==> config.mk <==
export PLATFORM = sky130hd
export DESIGN_NAME = sys_array_ctrl
export DESIGN_NICKNAME = d
export VERILOG_FILES = /design/src/rtl/sys_array_ctrl.sv
export SDC_FILE = /design/constraint.sdc
export NUM_CORES = 1
export LEC_CHECK = 0
export BUFFER_PORTS_ARGS = -buffer_cell sky130_fd_sc_hd__buf_4
export CORE_AREA = 2 2 246 248
export CTS_BUF_LIST = sky130_fd_sc_hd__clkbuf_4 sky130_fd_sc_hd__clkbuf_8
export CTS_CLUSTER_DIAMETER = 200
export DETAILED_ROUTE_END_ITERATION = 10
export DIE_AREA = 0 0 248 250
export PLACE_DENSITY = 0.68
export REMOVE_ABC_BUFFERS = 1
export SLEW_MARGIN = 20
export SYNTH_ARGS = -nofsm -noshare
export SYNTH_HDL_FRONTEND = slang
export SYNTH_SLANG_ARGS = --single-unit
==> constraint.sdc <==
create_clock -name clk -period 67.1 [get_ports clk]
set_input_delay 13.42 -clock clk [delete_from_list [all_inputs] [get_ports clk]]
set_output_delay 13.42 -clock clk [all_outputs]
set_load 0.01 [all_outputs]
==> src/rtl/sys_array_ctrl.sv <==
// Job sequencer for an MxNxK systolic array: load operands, feed edge lanes, wait, drain results.
// Optional watchdog on FEED/WAIT enabled by defining SA_WDOG_EN.
module sys_array_ctrl #(
    parameter int unsigned M       = 2,
    parameter int unsigned N       = 3,
    parameter int unsigned K       = 2,
    parameter int unsigned TIMEOUT = 1024
) (
    input  logic                 clk,
    input  logic                 rst,
    input  logic                 start,
    output logic                 busy,
    input  logic                 ld_valid,
    output logic                 ld_ready,
    input  logic [31:0]          ld_dat,
    output logic [M-1:0]         row_valid,
    input  logic [M-1:0]         row_ready,
    output logic [M*32-1:0]      row_dat,
    output logic [K-1:0]         col_valid,
    input  logic [K-1:0]         col_ready,
    output logic [K*32-1:0]      col_dat,
    output logic                 arr_clr,
    input  logic                 arr_done,
    input  logic                 arr_err,
    input  logic [M*K*32-1:0]    arr_out,
    output logic                 res_valid,
    input  logic                 res_ready,
    output logic [31:0]          res_dat,
    output logic                 res_last,
    output logic                 job_done,
    output logic                 job_err
);

    localparam int unsigned DW = 32;
    localparam int unsigned NA = M * N;
    localparam int unsigned NT = (M + K) * N;
    localparam int unsigned NR = M * K;
    localparam int unsigned PW = (NT > 1) ? $clog2(NT) : 1;
    localparam int unsigned CW = $clog2(N + 1);
    localparam int unsigned QW = (NR > 1) ? $clog2(NR) : 1;
    localparam logic [PW-1:0] P_LAST  = PW'(NT - 1);
    localparam logic [CW-1:0] CTR_END = CW'(N);
    localparam logic [QW-1:0] Q_LAST  = QW'(NR - 1);

    typedef enum logic [2:0] {
        S_IDLE, S_LOAD, S_FEED, S_WAIT, S_DRAIN, S_ERR
    } state_t;

    state_t        state_q, state_d;
    logic [PW-1:0] p_q, p_d;
    logic [CW-1:0] row_ctr_q [M];
    logic [CW-1:0] row_ctr_d [M];
    logic [CW-1:0] col_ctr_q [K];
    logic [CW-1:0] col_ctr_d [K];
    logic [QW-1:0] q_q, q_d;
    logic [DW-1:0] op_q   [NT];
    logic [DW-1:0] op_d   [NT];
    logic [DW-1:0] snap_q [NR];
    logic [DW-1:0] snap_d [NR];
    logic          job_err_d, arr_clr_d, job_done_d, feed_done, wd_fire;

    // A lanes occupy op[0..NA-1], B lanes follow; a drained lane points at its base slot.
    function automatic logic [PW-1:0] op_idx(input int unsigned base, input logic [CW-1:0] ctr);
        return (ctr < CTR_END) ? PW'(base) + PW'(ctr) : PW'(base);
    endfunction

`ifdef SA_WDOG_EN
    localparam int unsigned WW = $clog2(TIMEOUT + 1);
    logic [WW-1:0] wd_q, wd_d;
    logic          any_hs;

    assign any_hs = (|(row_valid & row_ready)) || (|(col_valid & col_ready));

    // Idle-cycle counter for FEED/WAIT, restarted by any lane handshake.
    always_comb begin
        wd_d = '0;
        if ((state_q == S_FEED || state_q == S_WAIT) && !any_hs) begin
            wd_d = wd_q + WW'(1);
        end
    end

    assign wd_fire = (wd_d == WW'(TIMEOUT));

    always_ff @(posedge clk or posedge rst) begin
        if (rst) begin
            wd_q <= '0;
        end else begin
            wd_q <= (state_d != state_q) ? '0 : wd_d;
        end
    end
`else
    assign wd_fire = 1'b0;
    // TIMEOUT only matters with the watchdog built in.
    if (TIMEOUT == 0) begin : g_no_wdog
    end
`endif

    always_comb begin
        state_d    = state_q;
        p_d        = p_q;
        row_ctr_d  = row_ctr_q;
        col_ctr_d  = col_ctr_q;
        q_d        = q_q;
        op_d       = op_q;
        snap_d     = snap_q;
        job_err_d  = job_err;
        arr_clr_d  = 1'b0;
        job_done_d = 1'b0;
        feed_done  = 1'b1;
        unique case (state_q)
            S_IDLE: begin
                if (start) begin
                    state_d   = S_LOAD;
                    p_d       = '0;
                    job_err_d = 1'b0;
                end
            end
            S_LOAD: begin
                if (ld_valid && ld_ready) begin
                    op_d[p_q] = ld_dat;
                    if (p_q == P_LAST) begin
                        arr_clr_d = 1'b1;
                        state_d   = S_FEED;
                        for (int i = 0; i < M; i++) row_ctr_d[i] = '0;
                        for (int j = 0; j < K; j++) col_ctr_d[j] = '0;
                    end else begin
                        p_d = p_q + PW'(1);
                    end
                end
            end
            S_FEED: begin
                for (int i = 0; i < M; i++) begin
                    if (row_valid[i] && row_ready[i]) row_ctr_d[i] = row_ctr_q[i] + CW'(1);
                    if (row_ctr_d[i] != CTR_END) feed_done = 1'b0;
                end
                for (int j = 0; j < K; j++) begin
                    if (col_valid[j] && col_ready[j]) col_ctr_d[j] = col_ctr_q[j] + CW'(1);
                    if (col_ctr_d[j] != CTR_END) feed_done = 1'b0;
                end
                if (arr_err || (!feed_done && wd_fire)) begin
                    state_d   = S_ERR;
                    job_err_d = 1'b1;
                end else if (feed_done) begin
                    state_d = S_WAIT;
                end
            end
            S_WAIT: begin
                if (arr_err) begin
                    state_d   = S_ERR;
                    job_err_d = 1'b1;
                end else if (arr_done) begin
                    for (int r = 0; r < NR; r++) snap_d[r] = arr_out[r*DW +: DW];
                    q_d     = '0;
                    state_d = S_DRAIN;
                end else if (wd_fire) begin
                    state_d   = S_ERR;
                    job_err_d = 1'b1;
                end
            end
            S_DRAIN: begin
                if (res_valid && res_ready) begin
                    if (q_q == Q_LAST) begin
                        job_done_d = 1'b1;
                        state_d    = S_IDLE;
                    end else begin
                        q_d = q_q + QW'(1);
                    end
                end
            end
            S_ERR: begin
                job_done_d = 1'b1;
                state_d    = S_IDLE;
            end
            default: state_d = S_IDLE;
        endcase
    end

    // State plus outputs, the latter registered from next-state values.
    always_ff @(posedge clk or posedge rst) begin
        if (rst) begin
            state_q   <= S_IDLE;
            p_q       <= '0;
            q_q       <= '0;
            row_ctr_q <= '{default: '0};
            col_ctr_q <= '{default: '0};
            op_q      <= '{default: '0};
            snap_q    <= '{default: '0};
            busy      <= 1'b0;
            ld_ready  <= 1'b0;
            row_valid <= '0;
            row_dat   <= '0;
            col_valid <= '0;
            col_dat   <= '0;
            arr_clr   <= 1'b0;
            res_valid <= 1'b0;
            res_dat   <= '0;
            res_last  <= 1'b0;
            job_done  <= 1'b0;
            job_err   <= 1'b0;
        end else begin
            state_q   <= state_d;
            p_q       <= p_d;
            q_q       <= q_d;
            row_ctr_q <= row_ctr_d;
            col_ctr_q <= col_ctr_d;
            op_q      <= op_d;
            snap_q    <= snap_d;
            busy      <= (state_d != S_IDLE);
            ld_ready  <= (state_d == S_LOAD);
            arr_clr   <= arr_clr_d;
            job_done  <= job_done_d;
            job_err   <= job_err_d;
            for (int i = 0; i < M; i++) begin
                row_valid[i]        <= (state_d == S_FEED) && (row_ctr_d[i] < CTR_END);
                row_dat[i*DW +: DW] <= ((state_d == S_FEED) && (row_ctr_d[i] < CTR_END)) ?
                                       op_d[op_idx(i * N, row_ctr_d[i])] : '0;
            end
            for (int j = 0; j < K; j++) begin
                col_valid[j]        <= (state_d == S_FEED) && (col_ctr_d[j] < CTR_END);
                col_dat[j*DW +: DW] <= ((state_d == S_FEED) && (col_ctr_d[j] < CTR_END)) ?
                                       op_d[op_idx(NA + j * N, col_ctr_d[j])] : '0;
            end
            res_valid <= (state_d == S_DRAIN);
            res_dat   <= (state_d == S_DRAIN) ? snap_d[q_d] : '0;
            res_last  <= (state_d == S_DRAIN) && (q_d == Q_LAST);
        end
    end

endmodule

After elaboration in Yosys (flattened, before gate mapping)
Index checks and enable logic that the tools add are counted.
{ "word_totals": {"reg_bits": 700, "input_bits": 171} }
{ "op_classes": {"addsub": 9, "magnitude_cmp": 11, "n_eq_ne": 19, "mux": 79, "bitwise": 6, "reduce_logical": 19} }
{ "op_table": {"columns": ["operator", "n"], "rows": [
  ["384-bit two-way mux", 2],
  ["32-bit binary-select mux with 4-bit select", 4],
  ["32-bit two-way mux", 16],
  ["384-bit bitwise mux", 1],
  ["128-bit two-way mux", 3],
  ["32-bit demux with 4-bit select", 1],
  ["32-bit binary-select mux with 2-bit select", 1],
  ["4-bit two-way mux", 9],
  ["3-bit two-way mux", 10],
  ["2-bit two-way mux", 13],
  ["5-bit greater-or-equal comparator, second input constant", 5],
  ["4-bit case mux with 2 select lines", 3],
  ["4-bit NOT with 5-bit output", 3],
  ["3-bit case mux with 5 select lines", 1],
  ["2-bit inequality test, second input constant", 7],
  ["1-bit logical AND", 12],
  ["1-bit two-way mux", 12],
  ["2-bit by 1-bit adder with 2-bit output, second input constant", 5],
  ["3-bit by 2-bit == test with 1-bit output, second input constant", 3],
  ["3-bit == test, second input constant", 3],
  ["2-bit < comparator, second input constant", 4],
  ["3-bit by 1-bit == test with 1-bit output, second input constant", 2],
  ["5-bit by 1-bit < comparator with 1-bit output, second input constant", 1],
  ["2-bit NOT with 5-bit output", 1],
  ["other kinds (18)", 21]
]} }

Logic depth before layout (Yosys ltp)
Gate-level depths: netlist of run 1.
{ "depth": {"ltp_word": 15, "depth_mapped": 12, "depth_no_buf": 9} }

Least setup slack after synthesis of run 1
Ideal clock, no wire load.
{ "synth_path": {"kind": "in2reg", "startpoint": "in ld_valid", "endpoint": "reg col_dat[34]", "setup_ns": 0.132, "arrival_ns": 15.919, "path_slack_ns": 51.048, "cell_stages": 10, "path_cell_list": "and4bb_2 buf_2 a21oi_1 o21ai_0 nand2_1 ha_1 clkbuf_1 clkbuf_1 mux4_2 nor2b_1"} }
{ "synth_lines": {"columns": ["item", "line", "rtl"], "rows": [
  ["start, declared", "13", "input logic ld_valid,"],
  ["end signal, assigned by index", "220", "col_dat[j*DW +: DW] <= ((state_d == S_FEED) && (col_ctr_d[j] < CTR_END)) ?"],
  ["end, declared", "21", "output logic [K*32-1:0] col_dat,"]
]} }

Worst setup path in the final report of run 1
{ "layout_path": {"startpoint": "in ld_valid", "endpoint": "reg col_dat[58]"} }
{ "layout_between": {"elab_chain_cells": 10, "word_cells_on_any_way": 17, "classes_between": "add/sub (1); order compare (1); eq/ne (1); mux (11); bitwise (1); reduce/logical (2)"} }
{ "layout_lines": {"columns": ["item", "line", "rtl"], "rows": [
  ["1-bit logical AND (*)", "119", "if (ld_valid && ld_ready) begin"],
  ["4-bit two-way mux", "119", null],
  ["4-bit case mux with 2 select lines", "110", "unique case (state_q)"],
  ["4-bit by 2-bit adder with 4-bit output or 2-bit < comparator (tied branches)", "64, 220", null],
  ["4-bit two-way mux", "64", "return (ctr < CTR_END) ? PW'(base) + PW'(ctr) : PW'(base);"],
  ["4-bit NOT with 5-bit output (not written as such)", "221", "op_d[op_idx(NA + j * N, col_ctr_d[j])] : '0;"],
  ["32-bit binary-select mux with 4-bit select", "221", null],
  ["32-bit two-way mux (not written as such) (2 in series)", "221", null],
  ["32-bit two-way mux (*)", "220", null]
]} }
Every way passes the cells marked *; elsewhere a longest branch is shown, timed or not. The select of a mux whose other input is x is not followed.
A chain may end at the register's enable or synchronous reset.

==> results of run 1 <==
==> per-layer routing <==
metal / track usage, % / up-vias / part of all wire (%)
met1: 31.52 / 9835 / 42
met4: 7.288 / 0 / 2.1
met3: 6.646 / 104 / 6.9
li1: - / 8451 / -
met5: 0 / - / 0
met2: 39.12 / 517 / 49
==> report_power, final <==
group | switching [W] | internal, W | total (W) | leakage (nW)
Combinational | 0.000158 | 0.000152 | 0.000310 | 5.99
Sequential | 0.0000336 | 0.000539 | 0.000573 | 9.28
Clock | 0.000168 | 0.000234 | 0.000402 | 1.38
Total | 0.000360 | 0.000925 | 0.00129 | 16.7
==> worst paths after layout <==
check	cells past startpoint	slack [ns]	endpoint	start
min in group asynchronous	2	12.83	res_dat[16]	rst
hold reg to reg	1	0.48	op_q[379]	op_q[379]
hold / removal	1	0.48	op_q[379]	op_q[379]
max in group asynchronous	5	51.41	p_q[2]	rst
setup / recovery	8	50.41	col_dat[58]	ld_valid
setup reg to reg	7	62.56	col_dat[58]	state_q[1]
==> registers in the layout, summed over array words and instances, names as in the netlist <==
signal     flops
op_q         384
snap_q       128
col_dat       64
row_dat       64
res_dat       32
col_ctr_q      4
p_q            4
row_ctr_q      4
state_q        3
col_valid      2
q_q            2
row_valid      2
arr_clr        1
busy           1
job_done       1
job_err        1
ld_ready       1
res_last       1
res_valid      1
==> area by class of cell <==
class,count,area [sq um]
fill,4777,24450
sequential,700,17520
multi-input combinational,1231,10980
timing repair buffer,381,2875
clock buffer,197,2417
tap,782,978.4
inverter,49,191.4
clock inverter,13,150.1
antenna,3,7.507
==> worst max-delay path: stages <==
cell	delay, ns
buf_4	0.11
and4bb_2	0.84
nand2_2	0.84
a31oi_1	0.48
ha_2	0.22
buf_4	0.57
mux4_2	0.60
nor2b_1	0.14
==> cells in the mapped netlist, types with 35 or more instances <==
library cell and n:
clkbuf_1 109, mux2_2 465, nand3_1 137, nor3_1 37, o211ai_1 35, buf_2 68
o21ai_0 40, dfrtp_1 700, nand2_1 47, nor2b_1 36, mux2i_1 64, inv_1 47
a21oi_1 44, o2bb2ai_1 64
==> stage by stage <==
stage / hold slack (ns) / total power, W / worst slack, ns
4_1_cts: 0.4832 / 0.001295 / 50.12
5_1_grt: 0.4993 / 0.001358 / 50.15
6_report: 0.4810 / 0.001285 / 50.41
3_3_place_gp: 0.4639 / 0.0008701 / 49.48
3_5_place_dp: 0.4700 / 0.0008907 / 49.33
2_1_floorplan: 0.4533 / 0.0008083 / 34.05
==> kinds of logic (layout without fill, tap and decap cells) <==
logic type / count (synthesis) / count (layout)
AND/OR/NAND/NOR: 369 / 369
XOR/XNOR: 5 / 5
flip-flops: 700 / 700
adder cells (fa/ha/maj): 8 / 8
other: 0 / 3
buffers and inverters: 232 / 640
AO/OA/AOI/OAI: 273 / 273
multiplexers: 576 / 576
==> impl_metrics.csv, run 1 <==
group,metric,value,unit
detailed_routing,drt_wl_total,73410,um
yosys,synth_top_area_cell,"dfrtp_1",
clocking,cts_resized,0,
timing,setup_viol,0,
detailed_routing,ant_nets,0,
yosys,syn_avg_cell_area,13.57,sq um
timing,min_period_over_period,24.87,%
clocking,cts_buffer_depth,3,
worst_setup_path,cp_max_fo,37,
layout,drive_gt1_share,43.60,%
yosys,synthSimpleGateAreaFrac,7.111,%
worst_setup_path,arrival,17.28,ns
placed_design,place_congestion,0.7857,
timing,fin_setup_tns,0,ns
clocking,post_cts.repair.setup_buffers,0,
layout,fin_nets,2656,
timing,worst_slew_pin_slew,1.038,ns
status,outcome,"finished, final reports clean",
layout,final_cell_count_no_fill,3356,
floorplan,rows,90,
yosys,synth_warnings,0,
detailed_routing,drtIter0Drc,1000,
yosys,synthAdderAreaFrac,0.3410,%
yosys,synth_seq_cells,700,
layout,layout_common_cells,"dfrtp_1, mux2_2, buf_4",
timing,hold_violations,0,
clocking,cts.sinks,700,
global_route,grt_pass1_wl,115800,um
pwr,total_leakage_power,16.65,nW
global_route,gr-usage-all-layers,24.10,%
detailed_routing,first_pass_iters,5,
global_route,antenna_found_initial,2,
yosys,async_reset_ff_share,100.0,%
layout,synthToLayoutAreaGrowth,19.64,%
detailed_routing,wl_per_cell,21.87,um
floorplan,die_h,250,um
floorplan,die_w,248,um
floorplan,core_area,59570,sq um
detailed_routing,vias_per_cell,5.634,
worst_setup_path,path_class,"input pin to flop",
timing,rsz0062_at_grt,"no",
worst_setup_path,startpoint_type,"input pin",
yosys,synthTopCellsByArea,"dfrtp_1, mux2_2, mux4_2",
yosys,yosys-mux-area-fraction,23.05,%
clocking,cts_tree,"done",
yosys,synth_seq_area_share,59.68,%
yosys,synth.distinct_cells,61,
global_route,grt_start_max_net_pins,96,
placed_design,io_buffers,341,
clocking,insertion_delay,0.72,ns
pwr,max-vdd-ir-drop,0.02228,mV
timing,slew_viol_final,0,
clocking,cts_made_buffers,114,
timing,relSlewSlack,30.54,%
yosys,synthXorXnorAreaFrac,0.1492,%
yosys,synth-edff-count,0,
timing,final.min_clock_period,16.69,ns
clocking,holdBufCountCts,0,
worst_setup_path,critPathRequiredTime,67.69,ns
yosys,synth_top_family_by_area,"multiplexers",
clocking,clkTransAtPathRegs,0.06,ns
yosys,syn_area,29350,sq um
floorplan,start_util,49.27,%
layout,final_common_cell,"dfrtp_1",
global_route,grt_overflow,0,
placed_design,dpl.hpwl,45950,um
floorplan,io_pins,342,
pwr,p_per_area,36.60,nW/um^2
layout,finalCoreUtilization,58.95,%
yosys,synth_flop_cell,"dfrtp_1",
global_route,grt_pass1_vias,20424,
yosys,synth_compound_area_share,6.330,%
run,cap_violations,0,
yosys,synthCells,2163,
clocking,htree_levels,3,
yosys,netlist.area_leader.share,59.68,%
floorplan,dieArea,62000,sq um
detailed_routing,vias,18907,
timing,fin_skew,0.03207,ns
worst_setup_path,end_kind,"flop",
timing,fmax,59.92,MHz
placed_design,placedCellCount,3143,
worst_hold_path,hold_path.class,"flop to flop",
placed_design,placed_area,32530,sq um
detailed_routing,drc,0,
layout,stdcell_area,35110,sq um
clocking,cts_root_buf,"clkbuf_8",
No activity file was read; power rests on OpenSTA's default activity.
==> run 2, diff against run 1 <==
--- a/config.mk
+++ b/config.mk
@@ -11,7 +11,7 @@
 export CTS_CLUSTER_DIAMETER = 200
 export DETAILED_ROUTE_END_ITERATION = 10
 export DIE_AREA = 0 0 248 250
-export PLACE_DENSITY = 0.68
+export PLACE_DENSITY = 0.71
 export REMOVE_ABC_BUFFERS = 1
 export SLEW_MARGIN = 20
 export SYNTH_ARGS = -nofsm -noshare
==> constraint.sdc (replaced) <==
create_clock -name clk -period 14.25 [get_ports clk]
set_input_delay 2.85 -clock clk [delete_from_list [all_inputs] [get_ports clk]]
set_output_delay 2.85 -clock clk [all_outputs]
set_load 0.01 [all_outputs]
==> impl_metrics.csv, run 2 (synthesized netlist as in run 1, its figures left out) <==
group,metric,value,unit
layout,reg_top3,"op_q (384), snap_q (128)",
global_route,grt_start_max_net_pins,103,
worst_setup_path,r2r-start,"state_q[1]",
clocking,htree_levels,3,
clocking,cts_buffer_depth,3,
timing,final.min_clock_period,5.998,ns
layout,synthToLayoutAreaGrowth,19.37,%
timing,worst_slew_pin_slew,1.007,ns
layout,drive_gt1_share,43.39,%
floorplan,die_w,248,um
worst_setup_path,end_kind,"flop",
status,outcome,"finished, final reports clean",
layout,stdcell_area,35040,sq um
clocking,insertion_delay,0.71,ns
layout,fin_nets,2654,
clocking,cts_tree,"done",
pwr,max-vdd-ir-drop,0.08246,mV
detailed_routing,first_pass_iters,5,
placed_design,place_congestion,0.8158,
layout,largest_reg_flops,384,
detailed_routing,vias,18988,
floorplan,start_util,49.27,%
floorplan,die_h,250,um
clocking,post_cts.repair.setup_buffers,0,
clocking,cts_resized,0,
layout,regMostFlops,"op_q",
timing,slew_viol_final,0,
worst_setup_path,ff2ff_setup_slack,9.84,ns
detailed_routing,wl_per_cell,21.68,um
timing,hold_slack,0.4819,ns
layout,multiInputGateArea,10970,sq um
worst_setup_path,startpoint_type,"input pin",
worst_setup_path,arrival,6.57,ns
global_route,grt_overflow,0,
global_route,gr-usage-all-layers,23.74,%
detailed_routing,drtIter0Drc,1102,
pwr,switching_share,28.14,%
layout,layout_common_cells,"dfrtp_1, mux2_2, buf_4",
worst_hold_path,holdPathStages,1,
pwr,p_per_area,172.0,nW/um^2
clocking,clkTransAtPathRegs,0.06,ns
floorplan,rows,90,
worst_hold_path,worstHoldStart,"op_q[356]",
pwr,total_leakage_power,16.61,nW
layout,seq_area,17520,sq um
floorplan,io_pins,342,
layout,final_cell_count_no_fill,3347,
clocking,holdBufCountCts,0,
timing,relSlewSlack,32.86,%
detailed_routing,vias_per_cell,5.673,
pwr,seqPwrFrac,44.8,%
worst_hold_path,hold_path.class,"flop to flop",
pwr,p_switching,0.001695,W
pwr,power_frac_comb,24.4,%
placed_design,place_ws,6.951,ns
placed_design,placed_area,32540,sq um
clocking,cts_root_buf,"clkbuf_8",
global_route,grt_pass1_vias,20200,
timing,setup_viol,0,
worst_setup_path,path_class,"input pin to flop",
run,cap_violations,0,
placed_design,dpl.hpwl,45640,um
timing,fmax,166.7,MHz
layout,fillers,4651,
layout,final_common_cell,"dfrtp_1",
timing,hold_violations,0,
floorplan,core_area,59570,sq um
worst_setup_path,cp_max_fo,37,
pwr,pwr-share-clk,30.8,%
timing,setup_ws,8.252,ns
pwr,p_int,0.004330,W
detailed_routing,drt_wl_total,72580,um
detailed_routing,ant_nets,0,
worst_hold_path,worstHoldEndpoint,"op_q[356]",
placed_design,placedCellCount,3145,
global_route,antenna_found_initial,2,
placed_design,io_buffers,341,
worst_setup_path,reg2reg_to,"col_dat[61]",
worst_setup_path,critPathRequiredTime,14.82,ns
timing,fin_skew,0.03866,ns
timing,min_period_over_period,42.09,%
global_route,grt_pass1_wl,114300,um
clocking,cts_made_buffers,110,
timing,fin_setup_tns,0,ns
floorplan,dieArea,62000,sq um
detailed_routing,drc,0,
timing,rsz0062_at_grt,"no",
worst_setup_path,reg2reg_depth,7,
clocking,cts.sinks,700,
-- run 2: cell count changes in the layout (fill, tap and decap cells not counted), sizes merged --
cell / change
clkbuf: -15
bufinv: +2
inv: -1
buf: +2
diode: -1
clkinv: +4
-- run 2: worst max-delay path, stage by stage --
cell      delay (ns)
buf_4           0.11
and4bb_2        0.82
nand2_2         0.79
a31oi_1         0.46
ha_2            0.21
buf_4           0.54
mux4_2          0.59
nor2b_1         0.14
-- run 2: layer usage --
layer	vias to the layer above	GRT usage (%)	wire length [um]
met3	117	6.399	5467
met5	-	0	0
met4	0	7.613	1642
li1	8450	-	-
met2	597	38.54	35320
met1	9824	30.98	30150
-- run 2: power groups by stage --
stage / Combinational [W] / Clock [W] / Sequential (W)
finish: 0.00147 / 0.00185 / 0.00270
global route: 0.00161 / 0.00200 / 0.00275
CTS: 0.00147 / 0.00190 / 0.00270
detailed placement: 0.00147 / 0 / 0.00274
global placement: 0.00139 / 0 / 0.00270
floorplan: 0.00111 / 0 / 0.00270
-- run 2: stage by stage --
stage	power (W)	utilization [%]
5_1_grt	0.006354	58.82
3_3_place_gp	0.004096	54.59
2_1_floorplan	0.003806	-
3_5_place_dp	0.004202	54.63
4_1_cts	0.006068	58.79
6_report	0.006025	58.82
-- run 2: how the worst max path moves through the flow --
| stage | start | to | slack, ns | cells after the start |
|---|---|---|---|---|
| 2_1_floorplan | rst | arr_clr | -8.23 | 1 |
| 3_3_place_gp | ld_valid | col_dat[25] | 7.17 | 9 |
| 3_5_place_dp | ld_valid | col_dat[17] | 6.95 | 9 |
| 4_1_cts | ld_valid | col_dat[17] | 7.71 | 9 |
| 5_1_grt | ld_valid | col_dat[36] | 8.00 | 8 |
| 6_report | ld_valid | col_dat[61] | 8.25 | 8 |
-- run 2: cell type report --
class | count | area share, %
Inverter | 49 | 0.5464
Clock buffer | 182 | 6.453
Timing Repair Buffer | 383 | 8.249
Sequential cell | 700 | 50.00
Clock inverter | 18 | 0.6285
Multi-Input combinational cell | 1231 | 31.32
Antenna cell | 2 | 0.01428
Tap cell | 782 | 2.793
==> run 3, diff against run 2 <==
==> constraint.sdc (replaced) <==
create_clock -name clk -period 5.05 [get_ports clk]
set_input_delay 1.01 -clock clk [delete_from_list [all_inputs] [get_ports clk]]
set_output_delay 1.01 -clock clk [all_outputs]
set_load 0.01 [all_outputs]
==> impl_metrics.csv, run 3 (synthesized netlist as in run 1, its figures left out) <==
group,metric,value,unit
status,outcome,"finished, final reports clean",
global_route,grt_overflow,0,
detailed_routing,wl_per_cell,21.91,um
floorplan,rows,90,
worst_setup_path,arrival,4.37,ns
detailed_routing,first_pass_iters,5,
layout,fin_nets,2666,
clocking,cts_root_buf,"clkbuf_8",
clocking,holdBufCountCts,0,
layout,reg_top3,"op_q (384), snap_q (128)",
timing,fin_skew,0.05677,ns
detailed_routing,ant_nets,0,
timing,min_period_over_period,75.21,%
timing,hold_slack,0.2722,ns
worst_setup_path,critPathTopFamily,"compound AO/OA/AOI/OAI gates",
pwr,max-vdd-ir-drop,0.2702,mV
layout,regMostFlops,"op_q",
clocking,insertion_delay,0.73,ns
detailed_routing,vias_per_cell,5.614,
global_route,grt_pass1_wl,116000,um
floorplan,die_w,248,um
timing,final.min_clock_period,3.798,ns
pwr,p_switching,0.004853,W
global_route,antenna_found_initial,2,
clocking,post_cts.repair.setup_buffers,0,
pwr,power_frac_comb,24.5,%
timing,slew_viol_final,0,
pwr,seqPwrFrac,44.6,%
clocking,clkTransAtPathRegs,0.06,ns
worst_setup_path,critPathRequiredTime,5.62,ns
floorplan,io_pins,342,
worst_setup_path,path_class,"flop to flop",
worst_setup_path,slowest_stage,"dfrtp_1",
layout,drive_gt1_share,43.77,%
pwr,total_leakage_power,16.73,nW
clocking,htree_levels,3,
detailed_routing,drt_wl_total,73820,um
floorplan,start_util,49.27,%
layout,seq_area,17520,sq um
global_route,gr-usage-all-layers,24.02,%
worst_setup_path,crit_buf_inv,1,
placed_design,dpl.hpwl,46490,um
clocking,cts_tree,"done",
timing,hold_violations,0,
floorplan,dieArea,62000,sq um
pwr,switching_share,28.42,%
floorplan,core_area,59570,sq um
detailed_routing,drtIter0Drc,1187,
worst_setup_path,path_cells,"and4b_1 > a21oi_1 > o21ai_0 > nand2_1 > ha_2 > buf_4 > mux4_2 > nor2b_1",
timing,relSlewSlack,35.42,%
clocking,cts.sinks,700,
layout,synthToLayoutAreaGrowth,20.16,%
worst_setup_path,startpoint_type,"flop",
detailed_routing,vias,18915,
layout,final_common_cell,"dfrtp_1",
timing,worst_slew_pin_slew,0.9687,ns
timing,setup_viol,0,
floorplan,die_h,250,um
timing,fmax,263.3,MHz
worst_hold_path,hold_path.class,"input pin to asynchronous set/reset pin",
pwr,p_int,0.01222,W
global_route,grt_pass1_vias,20532,
layout,largest_reg_flops,384,
layout,layout_common_cells,"dfrtp_1, mux2_2, buf_4",
worst_setup_path,end_kind,"flop",
placed_design,place_congestion,0.8372,
worst_setup_path,cp_max_fo,16,
worst_setup_path,max_stage_delay,0.70,ns
clocking,cts_buffer_depth,3,
timing,fin_setup_tns,0,ns
layout,fillers,4684,
clocking,cts_resized,0,
clocking,cts_made_buffers,112,
global_route,grt_start_max_net_pins,140,
pwr,power,0.01708,W
pwr,p_per_area,484.2,nW/um^2
detailed_routing,drc,0,
run,cap_violations,0,
layout,multiInputGateArea,10970,sq um
timing,rsz0062_at_grt,"no",
placed_design,io_buffers,341,
pwr,pwr-share-clk,30.9,%
## run 3: cell type report
class	count	area share, %
sequential	700	49.67
antenna	3	0.02129
multi-input combinational	1231	31.11
timing repair buffer	393	8.742
inverter	49	0.5428
tap	782	2.774
clock inverter	20	0.5357
clock buffer	191	6.603
## run 3: worst reg2reg max path: cells and delay by family (launching register included)
kind	cells	cell delay [ns]
multiplexers	1	0.54
AO/OA/AOI/OAI	2	0.80
flip-flops	1	0.70
AND/OR/NAND/NOR	3	0.65
buffers and inverters	1	0.39
adder cells (fa/ha/maj)	1	0.61
## run 3: layer usage
metal  vias to the layer above  global-route usage, %  part of all wire, %
met2                       528                  39.58                   49
met5                         -                      0                    0
met3                       110                  6.313                  7.0
met4                         0                  7.784                  2.1
li1                       8461                      -                    -
met1                      9816                  30.87                   42
## run 3: metrics by stage
step	instances	setup slack [ns]	cell area, sq um	utilization (%)
final	3369	1.252	35270	59.20
after global routing	3368	0.9461	35260	59.20
after CTS	3365	1.228	35230	59.14
after detailed placement	3154	0.8935	32710	54.92
after global placement	3154	0.9757	32710	54.92
after floorplan	1980	-15.59	28560	-
## run 3: power by group through the flow
stage	Sequential, W	Clock (W)	Combinational (W)
after floorplan	0.00761	0	0.00313
after global placement	0.00763	0	0.00396
after detailed placement	0.00771	0	0.00418
after CTS	0.00762	0.00538	0.00419
after global routing	0.00776	0.00563	0.00459
final	0.00762	0.00527	0.00419
## run 3: final timing paths
path	from	endpoint	slack [ns]	depth (start not counted)
min in group clk	op_q[358]	op_q[358]	0.48	1
hold / removal	rst	op_q[283]	0.27	2
hold reg to reg	op_q[358]	op_q[358]	0.48	1
max in group asynchronous	rst	res_dat[10]	3.46	4
setup reg to reg	p_q[2]	col_dat[44]	1.25	8
setup / recovery	p_q[2]	col_dat[44]	1.25	8
